### src/rtl/spad_window_reader_pkg.sv
// Shared constants and FSM encoding for the scratchpad window reader.
package spad_window_reader_pkg;
    localparam int KERNEL_SIZE   = 5;
    localparam int FEATURE_WIDTH = 16;
    localparam int SPAD_RD_LAT   = 2;
    localparam int DIM_W         = 8;
    localparam int LINE_W        = 4;
    localparam int FILL_W        = $clog2(KERNEL_SIZE + 1);
    localparam int LAT_W         = $clog2(SPAD_RD_LAT + 1);

    typedef enum logic [2:0] {
        SWR_FLUSH,
        SWR_IDLE,
        SWR_ISSUE,
        SWR_CLEAR,
        SWR_WAIT,
        SWR_CAPTURE,
        SWR_EMIT
    } swr_state_e;
endpackage

### src/rtl/spad_window_reader_if.sv
// Scratchpad read port plus window valid/ready channel seen by the window reader.
interface spad_window_reader_if;
    import spad_window_reader_pkg::*;

    logic [LINE_W-1:0]                                spad_rd_line;
    logic                                             spad_rd_en;
    logic [KERNEL_SIZE*FEATURE_WIDTH-1:0]             spad_data;
    logic                                             spad_empty;
    logic [KERNEL_SIZE*KERNEL_SIZE*FEATURE_WIDTH-1:0] win_data;
    logic                                             win_valid;
    logic                                             win_ready;

    modport master (
        output spad_rd_line, spad_rd_en, win_data, win_valid,
        input  spad_data, spad_empty, win_ready
    );

    modport slave (
        input  spad_rd_line, spad_rd_en, win_data, win_valid,
        output spad_data, spad_empty, win_ready
    );
endinterface

### src/rtl/spad_window_reader_shift.sv
// K-column window shift register: newest column enters at the top, column 0 is oldest.
module spad_window_shift
    import spad_window_reader_pkg::*;
#(
    parameter int K  = KERNEL_SIZE,
    parameter int FW = FEATURE_WIDTH
) (
    input  logic              clk,
    input  logic              rst,
    input  logic              clr,
    input  logic              en,
    input  logic [K*FW-1:0]   col_in,
    output logic [K*K*FW-1:0] win_data
);
    localparam int COL_W = K * FW;
    localparam int WIN_W = K * COL_W;

    logic [WIN_W-1:0] win_q, win_d;

    // Clear wins over capture so a row end discards any partial window.
    always_comb begin
        win_d = win_q;
        if (clr) begin
            win_d = '0;
        end else if (en) begin
            win_d = {col_in, win_q[WIN_W-1:COL_W]};
        end
    end

    always_ff @(posedge clk) begin
        if (rst) begin
            win_q <= '0;
        end else begin
            win_q <= win_d;
        end
    end

    assign win_data = win_q;
endmodule

### src/rtl/spad_window_reader.sv
// Drains scratchpad lines one feature per line per column and emits stride-1 KxK windows.
module spad_window_reader
    import spad_window_reader_pkg::*;
(
    input  logic                 clk,
    input  logic                 rst,
    input  logic                 start,
    input  logic [DIM_W-1:0]     cfg_cols,
    input  logic [DIM_W-1:0]     cfg_rows,
    spad_window_reader_if.master bus,
    output logic                 busy,
    output logic                 done
);
    swr_state_e        state_q, state_d;
    logic [LINE_W-1:0] line_q, line_d;
    logic [LAT_W-1:0]  lat_q, lat_d;
    logic [DIM_W-1:0]  col_q, col_d;
    logic [DIM_W-1:0]  row_q, row_d;
    logic [DIM_W-1:0]  cols_q, cols_d;
    logic [DIM_W-1:0]  rows_q, rows_d;
    logic [FILL_W-1:0] fill_q, fill_d;
    logic              done_q, done_d;
    logic              shift_en, shift_clr, row_end;

    always_ff @(posedge clk) begin
        if (rst) begin
            state_q <= SWR_FLUSH;
            line_q  <= '0;
            lat_q   <= '0;
            col_q   <= '0;
            row_q   <= '0;
            cols_q  <= '0;
            rows_q  <= '0;
            fill_q  <= '0;
            done_q  <= 1'b0;
        end else begin
            state_q <= state_d;
            line_q  <= line_d;
            lat_q   <= lat_d;
            col_q   <= col_d;
            row_q   <= row_d;
            cols_q  <= cols_d;
            rows_q  <= rows_d;
            fill_q  <= fill_d;
            done_q  <= done_d;
        end
    end

    always_comb begin
        state_d   = state_q;
        line_d    = line_q;
        lat_d     = lat_q;
        col_d     = col_q;
        row_d     = row_q;
        cols_d    = cols_q;
        rows_d    = rows_q;
        fill_d    = fill_q;
        done_d    = 1'b0;
        shift_en  = 1'b0;
        shift_clr = 1'b0;
        row_end   = 1'b0;

        case (state_q)
            SWR_FLUSH: begin
                line_d = line_q + 1'b1;
                if (line_q == LINE_W'(KERNEL_SIZE - 1)) begin
                    state_d = SWR_IDLE;
                    line_d  = '0;
                end
            end
            SWR_IDLE: begin
                if (start) begin
                    cols_d = cfg_cols;
                    rows_d = cfg_rows;
                    if (cfg_cols == '0 || cfg_rows == '0) begin
                        done_d = 1'b1;
                    end else begin
                        state_d   = SWR_ISSUE;
                        line_d    = '0;
                        col_d     = '0;
                        row_d     = '0;
                        fill_d    = '0;
                        shift_clr = 1'b1;
                    end
                end
            end
            SWR_ISSUE: begin
                if (!bus.spad_empty) begin
                    state_d = SWR_CLEAR;
                end
            end
            // Line stays at K-1 through WAIT/CAPTURE; re-clearing it is harmless.
            SWR_CLEAR: begin
                if (line_q == LINE_W'(KERNEL_SIZE - 1)) begin
                    state_d = SWR_WAIT;
                    lat_d   = '0;
                end else begin
                    state_d = SWR_ISSUE;
                    line_d  = line_q + 1'b1;
                end
            end
            SWR_WAIT: begin
                if (lat_q == LAT_W'(SPAD_RD_LAT - 1)) begin
                    state_d = SWR_CAPTURE;
                end else begin
                    lat_d = lat_q + 1'b1;
                end
            end
            SWR_CAPTURE: begin
                shift_en = 1'b1;
                fill_d   = (fill_q == FILL_W'(KERNEL_SIZE)) ? fill_q : fill_q + 1'b1;
                col_d    = col_q + 1'b1;
                if (fill_d == FILL_W'(KERNEL_SIZE)) begin
                    state_d = SWR_EMIT;
                end else if (col_d == cols_q) begin
                    row_end = 1'b1;
                end else begin
                    state_d = SWR_ISSUE;
                    line_d  = '0;
                end
            end
            SWR_EMIT: begin
                if (bus.win_ready) begin
                    if (col_q == cols_q) begin
                        row_end = 1'b1;
                    end else begin
                        state_d = SWR_ISSUE;
                        line_d  = '0;
                    end
                end
            end
            default: begin
                state_d = SWR_FLUSH;
                line_d  = '0;
            end
        endcase

        // End of a column sweep: drop the partial window and move to the next row.
        if (row_end) begin
            col_d     = '0;
            fill_d    = '0;
            shift_clr = 1'b1;
            row_d     = row_q + 1'b1;
            line_d    = '0;
            if (row_d == rows_q) begin
                state_d = SWR_IDLE;
                done_d  = 1'b1;
            end else begin
                state_d = SWR_ISSUE;
            end
        end
    end

    spad_window_shift #(
        .K  (KERNEL_SIZE),
        .FW (FEATURE_WIDTH)
    ) u_shift (
        .clk      (clk),
        .rst      (rst),
        .clr      (shift_clr),
        .en       (shift_en),
        .col_in   (bus.spad_data),
        .win_data (bus.win_data)
    );

    assign bus.spad_rd_line = line_q;
    assign bus.spad_rd_en   = (state_q == SWR_ISSUE) && !bus.spad_empty;
    assign bus.win_valid    = (state_q == SWR_EMIT);
    assign busy             = (state_q != SWR_IDLE);
    assign done             = done_q;
endmodule

### src/flat_wrapper.sv
// flat-port wrapper written by rule: the top's interface ports become plain ports
module spad_window_reader_flat import spad_window_reader_pkg::*;
  (clk, rst, start, cfg_cols, cfg_rows, busy, done, bus_spad_rd_line, bus_spad_rd_en, bus_win_data, bus_win_valid, bus_spad_data, bus_spad_empty, bus_win_ready);
  spad_window_reader_if bus_i ();
  input  logic clk;
  input  logic rst;
  input  logic start;
  input  logic [DIM_W-1:0] cfg_cols;
  input  logic [DIM_W-1:0] cfg_rows;
  output logic busy;
  output logic done;
  output wire logic [$bits(bus_i.spad_rd_line)-1:0] bus_spad_rd_line;
  output wire logic [$bits(bus_i.spad_rd_en)-1:0] bus_spad_rd_en;
  output wire logic [$bits(bus_i.win_data)-1:0] bus_win_data;
  output wire logic [$bits(bus_i.win_valid)-1:0] bus_win_valid;
  input wire logic [$bits(bus_i.spad_data)-1:0] bus_spad_data;
  input wire logic [$bits(bus_i.spad_empty)-1:0] bus_spad_empty;
  input wire logic [$bits(bus_i.win_ready)-1:0] bus_win_ready;
  assign bus_spad_rd_line = bus_i.spad_rd_line;
  assign bus_spad_rd_en = bus_i.spad_rd_en;
  assign bus_win_data = bus_i.win_data;
  assign bus_win_valid = bus_i.win_valid;
  assign bus_i.spad_data = bus_spad_data;
  assign bus_i.spad_empty = bus_spad_empty;
  assign bus_i.win_ready = bus_win_ready;
  spad_window_reader u_core (.clk(clk), .rst(rst), .start(start), .cfg_cols(cfg_cols), .cfg_rows(cfg_rows), .bus(bus_i), .busy(busy), .done(done));
endmodule
### config.mk
export PLATFORM = sky130hd
export DESIGN_NAME = spad_window_reader_flat
export DESIGN_NICKNAME = d
export VERILOG_FILES = /design/src/rtl/spad_window_reader_pkg.sv /design/src/rtl/spad_window_reader_if.sv /design/src/rtl/spad_window_reader_shift.sv /design/src/rtl/spad_window_reader.sv /design/src/flat_wrapper.sv
export SDC_FILE = /design/constraint.sdc
export NUM_CORES = 1
export LEC_CHECK = 0
export CORE_AREA = 2 2 238 240
export CTS_BUF_LIST = sky130_fd_sc_hd__clkbuf_4
export DETAILED_ROUTE_END_ITERATION = 10
export DIE_AREA = 0 0 240 242
export PLACE_DENSITY = 0.61
export SLEW_MARGIN = 20
export SYNTH_ARGS = -nofsm -noshare
export SYNTH_HDL_FRONTEND = slang
export SYNTH_SLANG_ARGS = --single-unit
### constraint.sdc
create_clock -name clk -period 3.9 [get_ports clk]
set_input_delay 0.78 -clock clk [delete_from_list [all_inputs] [get_ports clk]]
set_output_delay 0.78 -clock clk [all_outputs]
set_load 0.1 [all_outputs]
==> results of run 1 <==
worst paths after layout:
| kind | to | slack [ns] | cells after the start |
|---|---|---|---|
| setup reg to reg | u_core.u_shift.win_data[198]$_SDFFE_PP0N_ | 0.83 | 8 |
| setup / recovery | bus_win_data[285] | 0.59 | 1 |
| hold reg to reg | u_core.u_shift.win_data[254]$_SDFFE_PP0N_ | 0.43 | 2 |
| hold / removal | u_core.u_shift.win_data[254]$_SDFFE_PP0N_ | 0.43 | 2 |
routing by layer:
layer / share of wire, % / vias up
met5: 0 / -
met4: 4.5 / 0
met3: 7.6 / 121
met2: 46 / 512
met1: 42 / 7120
li1: - / 7901
sequential cells by signal, indices dropped and copies added, names as in the netlist:
| register | count |
|---|---|
| u_core.bus.spad_rd_line | 4 |
| u_core.row_q | 8 |
| u_core.fill_q | 3 |
| u_core.rows_q | 8 |
| u_core.u_shift.win_data | 400 |
| u_core.cols_q | 8 |
| u_core.lat_q | 2 |
| u_core.state_q | 3 |
| u_core.col_q | 8 |
| u_core.done | 1 |
cells in the mapped netlist, drive strengths merged, types with 8 or more instances:
master	number	area share (%)
nand2	854	20
nor4	10	0.38
nand2b	9	0.34
nor3	16	0.49
nand3	8	0.24
dfxtp	445	54
nor2	24	0.55
clkbuf	99	2.3
a21oi	430	13
buf	51	2.4
xnor2	19	1.0
o21ai	17	0.54
metrics by stage:
stage	setup WS (ns)	power (W)	instances	hold WS [ns]
after floorplan	0.161	0.00516	2083	0.448
after global placement	0.677	0.00536	3219	0.441
after detailed placement	0.671	0.00538	3219	0.445
after CTS	0.431	0.00938	3421	0.297
after global routing	0.436	0.00969	3423	0.335
final	0.586	0.00922	3423	0.428
power groups by stage:
stage	Clock [W]	Combinational [W]	Sequential, W
2_1_floorplan	0	0.000335	0.00483
3_3_place_gp	0	0.000645	0.00472
3_5_place_dp	0	0.000656	0.00472
4_1_cts	0.00410	0.000658	0.00462
5_1_grt	0.00436	0.000704	0.00462
6_report	0.00394	0.000659	0.00462
final cells by class:
class                   count  share of cell area [%]
flip-flops and latches    445                    38.0
multi-input cells        1481                    28.9
repair buffers            530                    22.8
clock buffers             167                    5.35
well taps                 756                    4.04
clock inverters            35                   0.780
inverters                   7                   0.112
diodes                      2                  0.0214
cells by family (layout without fill, tap and decap cells):
family	count (synthesis)	after routing	share of synthesized area, %
and+or+nand+nor	965	965	23.5
DFF	445	445	54.2
buffers and inverters	157	739	4.80
muxes	2	2	0.129
AOI/OAI and AO/OA	482	482	15.6
other	0	2	0
xor gates and xnor gates	25	25	1.33
adders and majority gates	7	7	0.532
==> qor.yml, run 1 <==
status: "completed"
dp_hpwl_um: 36700
switching_share_pct: 25.9
yosys.cell_types.count: 52
area_delta_synth_final_pct: 42.5
ys.warnings.count: 0
switching_power_w: 0.00239
dr.pass1.iters: 5
regArea_sq_um: 8910
vias: 15654
power_leakage_nw: 7.68
hold_viol_final: 0
pwr-share-seq_pct: 50.1
cp_slowest_cell: "clkdlybuf4s50_1"
vias_per_cell: 4.57
worstSetupStartpoint: "u_core.u_shift.win_data[285]$_SDFFE_PP0N_"
final_util_pct: 42.0
ant_nets: 0
clk_pin_slew_worst_paths_ns: 0.06
finClkSkew_ns: 0.0716
pwr-share-comb_pct: 7.1
postCtsSetupBuffers: 0
root_buffer: "clkbuf_4"
tns_ns: 0
ios: 509
critPathTopFamily: "buffers and inverters"
mappedNetlistArea_sq_um: 16400
synth_edf_count: 0
maxCapViolations: 0
path_buf_inv: 1
critical_path.startpoint_type: "flip-flop"
worst_slew_margin_rel_pct: 23.1
clk-insertion-delay-late_ns: 0.89
antenna_found_initial: 2
ys_seq_elements: 445
synth.avg_cell_area_sq_um: 7.90
cts_buffer_depth: 3
num_rows: 87
yosys_most_used_dff: "dfxtp_1"
final_common_cell: "nand2_1"
dieArea_sq_um: 58100
fin_crit_sh_pct: 85.0
hp-class: "reg2reg"
fin_nets: 2690
layout-drive-gt1-share_pct: 8.03
start_util_pct: 29.5
worstPathCellList: "clkdlybuf4s50_1"
nFillCells: 5759
ys_seq_area_share_pct: 54.2
clock-sinks: 445
grtUsageMet2_pct: 27.8
synth_fp_nets: 2191
clkPwrFrac_pct: 42.7
cp_data_required_time_ns: 3.12
p_int_w: 0.00683
htree_levels: 3
cts_buffers: 117
grt_overflow: 0
first_global_vias: 14546
final_cell_mix: "nand2_1, clkdlybuf4s50_1, dfxtp_1, a21oi_1, clkbuf_4"
synthCells: 2083
gp_congestion: 0.861
arrival_ns: 2.53
place_area_sq_um: 22000
rr_startpoint: "u_core.col_q[0]$_SDFFE_PP0P_"
grt_pass1_wl_um: 81000
cpPeakStageDelay_ns: 1.23
async_reset_ff_share_pct: 0
holdBufCountCts: 0
routed_wl_um: 53100
met3_usage_pct: 5.38
multi_input_area_sq_um: 6770
p_per_area_nw_per_um2: 393
track_usage_pct: 17.5
rsz0062_at_grt: "false"
endpoint_kind: "primary output"
fin_crit_ns: 3.31
cts_tree: "done"
drtIter0Drc: 961
wire_per_inst_um: 15.5
die_w_um: 240
die_height_um: 242
drc: 0
grt_max_degree: 218
port_buffers: 508
critPathMaxFanout: 3
design_area_sq_um: 23400
cts_resized: 0
core_area_sq_um: 55700
max_freq_ghz: 0.302
ir_worst_vdd_uv: 210
report.final.slew_viol_count: 0
tightest_slew_ns: 1.15
worstSetupPathType: "reg2out"
setup_violations: 0
min-delay-start: "u_core.u_shift.win_data[334]$_SDFFE_PP0N_"
grt_util_met1_pct: 21.1
grt_most_used_layer: "met2"
No activity file was read; power rests on OpenSTA's default activity.
==> inputs of run 2 (changes only) <==
Settings changed: PLACE_DENSITY 0.61 to 0.63.
Clock period 3.9 ns to 3 ns, I/O delays scaled along.
==> qor.yml, run 2 (synthesis results as in run 1) <==
wire_per_inst_um: 15.3  # -1.4%
p_per_area_nw_per_um2: 533  # +36%
ant_nets: 0  # unchanged
tightest_slew_ns: 0.883  # -0.270 ns
cts_resized: 0  # unchanged
root_buffer: "clkbuf_4"
rr_endpoint: "u_core.u_shift.win_data[37]$_SDFFE_PP0N_"
grt_util_met1_pct: 21.3  # +0.19 points
antenna_found_initial: 1  # -1
report.final.slew_viol_count: 0  # unchanged
worst_slew_margin_rel_pct: 39.6  # +17 points
drc: 0  # unchanged
dieArea_sq_um: 58100  # unchanged
critPathTopFamily: "simple AND/OR/NAND/NOR gates"
clk_pin_slew_worst_paths_ns: 0.07  # about the same
arrival_ns: 3.50  # +0.97 ns
layout_setup_ws_ns: 0.213  # -0.373 ns
tns_ns: 0  # unchanged
drtIter0Drc: 819  # -15%
start_util_pct: 29.5  # unchanged
rr_startpoint: "u_core.fill_q[1]$_SDFFE_PP0P_"
final_common_cell: "nand2_1"
design_area_sq_um: 22600  # -3.5%
regToRegSetupSlack_ns: 0.21  # -0.62 ns
cp_slowest_cell: "buf_12"
cts_tree: "done"
num_rows: 87  # unchanged
nFillCells: 5790  # +0.54%
final_cell_mix: "nand2_1, dfxtp_1, buf_4, a21oi_1, clkbuf_4"
min_path_cells: 3  # +1
fin_nets: 2704  # +0.52%
max_freq_ghz: 0.359
die_height_um: 242  # unchanged
dp_hpwl_um: 37200  # +1.2%
endpoint_kind: "flip-flop"
regArea_sq_um: 8910  # unchanged
cpPeakStageDelay_ns: 0.46  # -0.77 ns
holdPathEnd: "u_core.u_shift.win_data[357]$_SDFFE_PP0N_"
grt_pass1_wl_um: 80600  # -0.39%
rsz0062_at_grt: "false"
path_buf_inv: 2  # +1
vias_per_cell: 4.59  # +0.27%
ios: 509  # unchanged
layout-drive-gt1-share_pct: 23.8  # +16 points
core_area_sq_um: 55700  # unchanged
clk-insertion-delay-late_ns: 0.88  # about the same
area_delta_synth_final_pct: 37.4
met3_usage_pct: 4.82  # -0.56 points
multi_input_area_sq_um: 6780  # about the same
hp-class: "in2reg"
routed_wl_um: 52600  # -0.86%
postCtsSetupBuffers: 0  # unchanged
cts_buffers: 116  # -0.85%
ir_worst_vdd_uv: 256  # +22%
grt_most_used_layer: "met2"
setup_violations: 0  # unchanged
fin_crit_sh_pct: 92.9
cp_data_required_time_ns: 3.71  # +0.59 ns
grt_overflow: 0  # unchanged
htree_levels: 3  # unchanged
finClkSkew_ns: 0.0654  # -0.00617 ns
dp_slack_ns: 0.170  # -0.501 ns
holdBufCountCts: 0  # unchanged
grt_max_degree: 198  # -9.2%
port_buffers: 508  # unchanged
reg2reg_depth: 9  # +1
maxCapViolations: 0  # unchanged
hold_viol_final: 0  # unchanged
fin_crit_ns: 2.79
critical_path.startpoint_type: "flip-flop"
first_global_vias: 14783  # +1.6%
dr.pass1.iters: 5  # unchanged
clock-sinks: 445  # unchanged
largest_reg_flops: 400  # unchanged
place_area_sq_um: 21100  # -3.9%
min-delay-start: "bus_spad_data[37]"
worstSetupPathType: "reg2reg"
die_w_um: 240  # unchanged
critPathMaxFanout: 136  # +133
cts_buffer_depth: 3  # unchanged
grtUsageMet2_pct: 28.2  # +0.42 points
track_usage_pct: 17.3  # -0.27 points
vias: 15784  # +0.83%
worstPathCellList: "inv_1, ha_1, nor4b_1, o21ai_0, and4_4, a41oi_4, nand2_8, buf_12, a21oi_1"
status: "completed"
gp_congestion: 0.890  # +3.3%
power_leakage_nw: 8.62  # +12%
## run 2: changes by cell type in the layout (fill, tap and decap cells not counted), sizes merged
cell / before / now
buf: 26 / 445
clkdlybuf4s50: 504 / 100
clkbuf: 167 / 171
diode: 2 / 1
inv: 11 / 12
## run 2: how the worst max path moves through the flow
stage | cells after the start | startpoint | slack, ns | endpoint
after CTS | 2 | u_core.state_q[1]$_SDFFE_PP0P_ | 0.23 | bus_win_valid
final | 9 | u_core.fill_q[1]$_SDFFE_PP0P_ | 0.21 | u_core.u_shift.win_data[37]$_SDFFE_PP0N_
after global routing | 8 | u_core.fill_q[0]$_SDFFE_PP0P_ | 0.06 | u_core.u_shift.win_data[207]$_SDFFE_PP0N_
after floorplan | 5 | u_core.bus.spad_rd_line[2]$_SDFFE_PP0P_ | 0.33 | u_core.state_q[2]$_SDFFE_PP0P_
after detailed placement | 7 | cfg_rows[7] | 0.17 | u_core.state_q[2]$_SDFFE_PP0P_
after global placement | 7 | cfg_rows[7] | 0.19 | u_core.state_q[2]$_SDFFE_PP0P_
## run 2: power breakdown
group	switching, W	internal (W)
sequential	0.0000488	0.00595
combinational	0.000576	0.000289
clock	0.00249	0.00270
total	0.00311	0.00894
## run 2: layout make-up
class / instances / area share (%)
antenna: 1 / 0.0111
clock buffer: 171 / 5.68
clock inverter: 36 / 0.852
inverter: 7 / 0.116
multi-input combinational: 1481 / 30.0
sequential: 445 / 39.4
tap: 756 / 4.18
timing repair buffer: 545 / 19.8
## run 2: routing by layer
| layer | wire length, um | part of all wire (%) |
|---|---|---|
| met1 | 22400 | 43 |
| met2 | 25100 | 48 |
| met3 | 3690 | 7.0 |
| met4 | 1410 | 2.7 |
| met5 | 0 | 0 |
## run 2: metrics by stage
stage               total power (W)  std cells  hold WS (ns)  util (%)
global placement            0.00698       3234         0.443      37.9
CTS                          0.0123       3441         0.123      40.6
finish                       0.0121       3442         0.278      40.6
global route                 0.0126       3442         0.187      40.6
floorplan                   0.00671       2083         0.448         -
detailed placement          0.00699       3234         0.447      37.9
## run 2: worst register-to-register path, stage by stage (launching register included)
cell	delay (ns)
dfxtp_1	0.36
inv_1	0.06
ha_1	0.30
nor4b_1	0.15
o21ai_0	0.38
and4_4	0.32
a41oi_4	0.18
nand2_8	0.22
buf_12	0.48
a21oi_1	0.22
==> inputs of run 3 (changes only) <==
Settings changed: HOLD_SLACK_MARGIN set to 0.1.
==> results of run 3 <==
Final layout, timing and power as in run 2 (identical DEF).
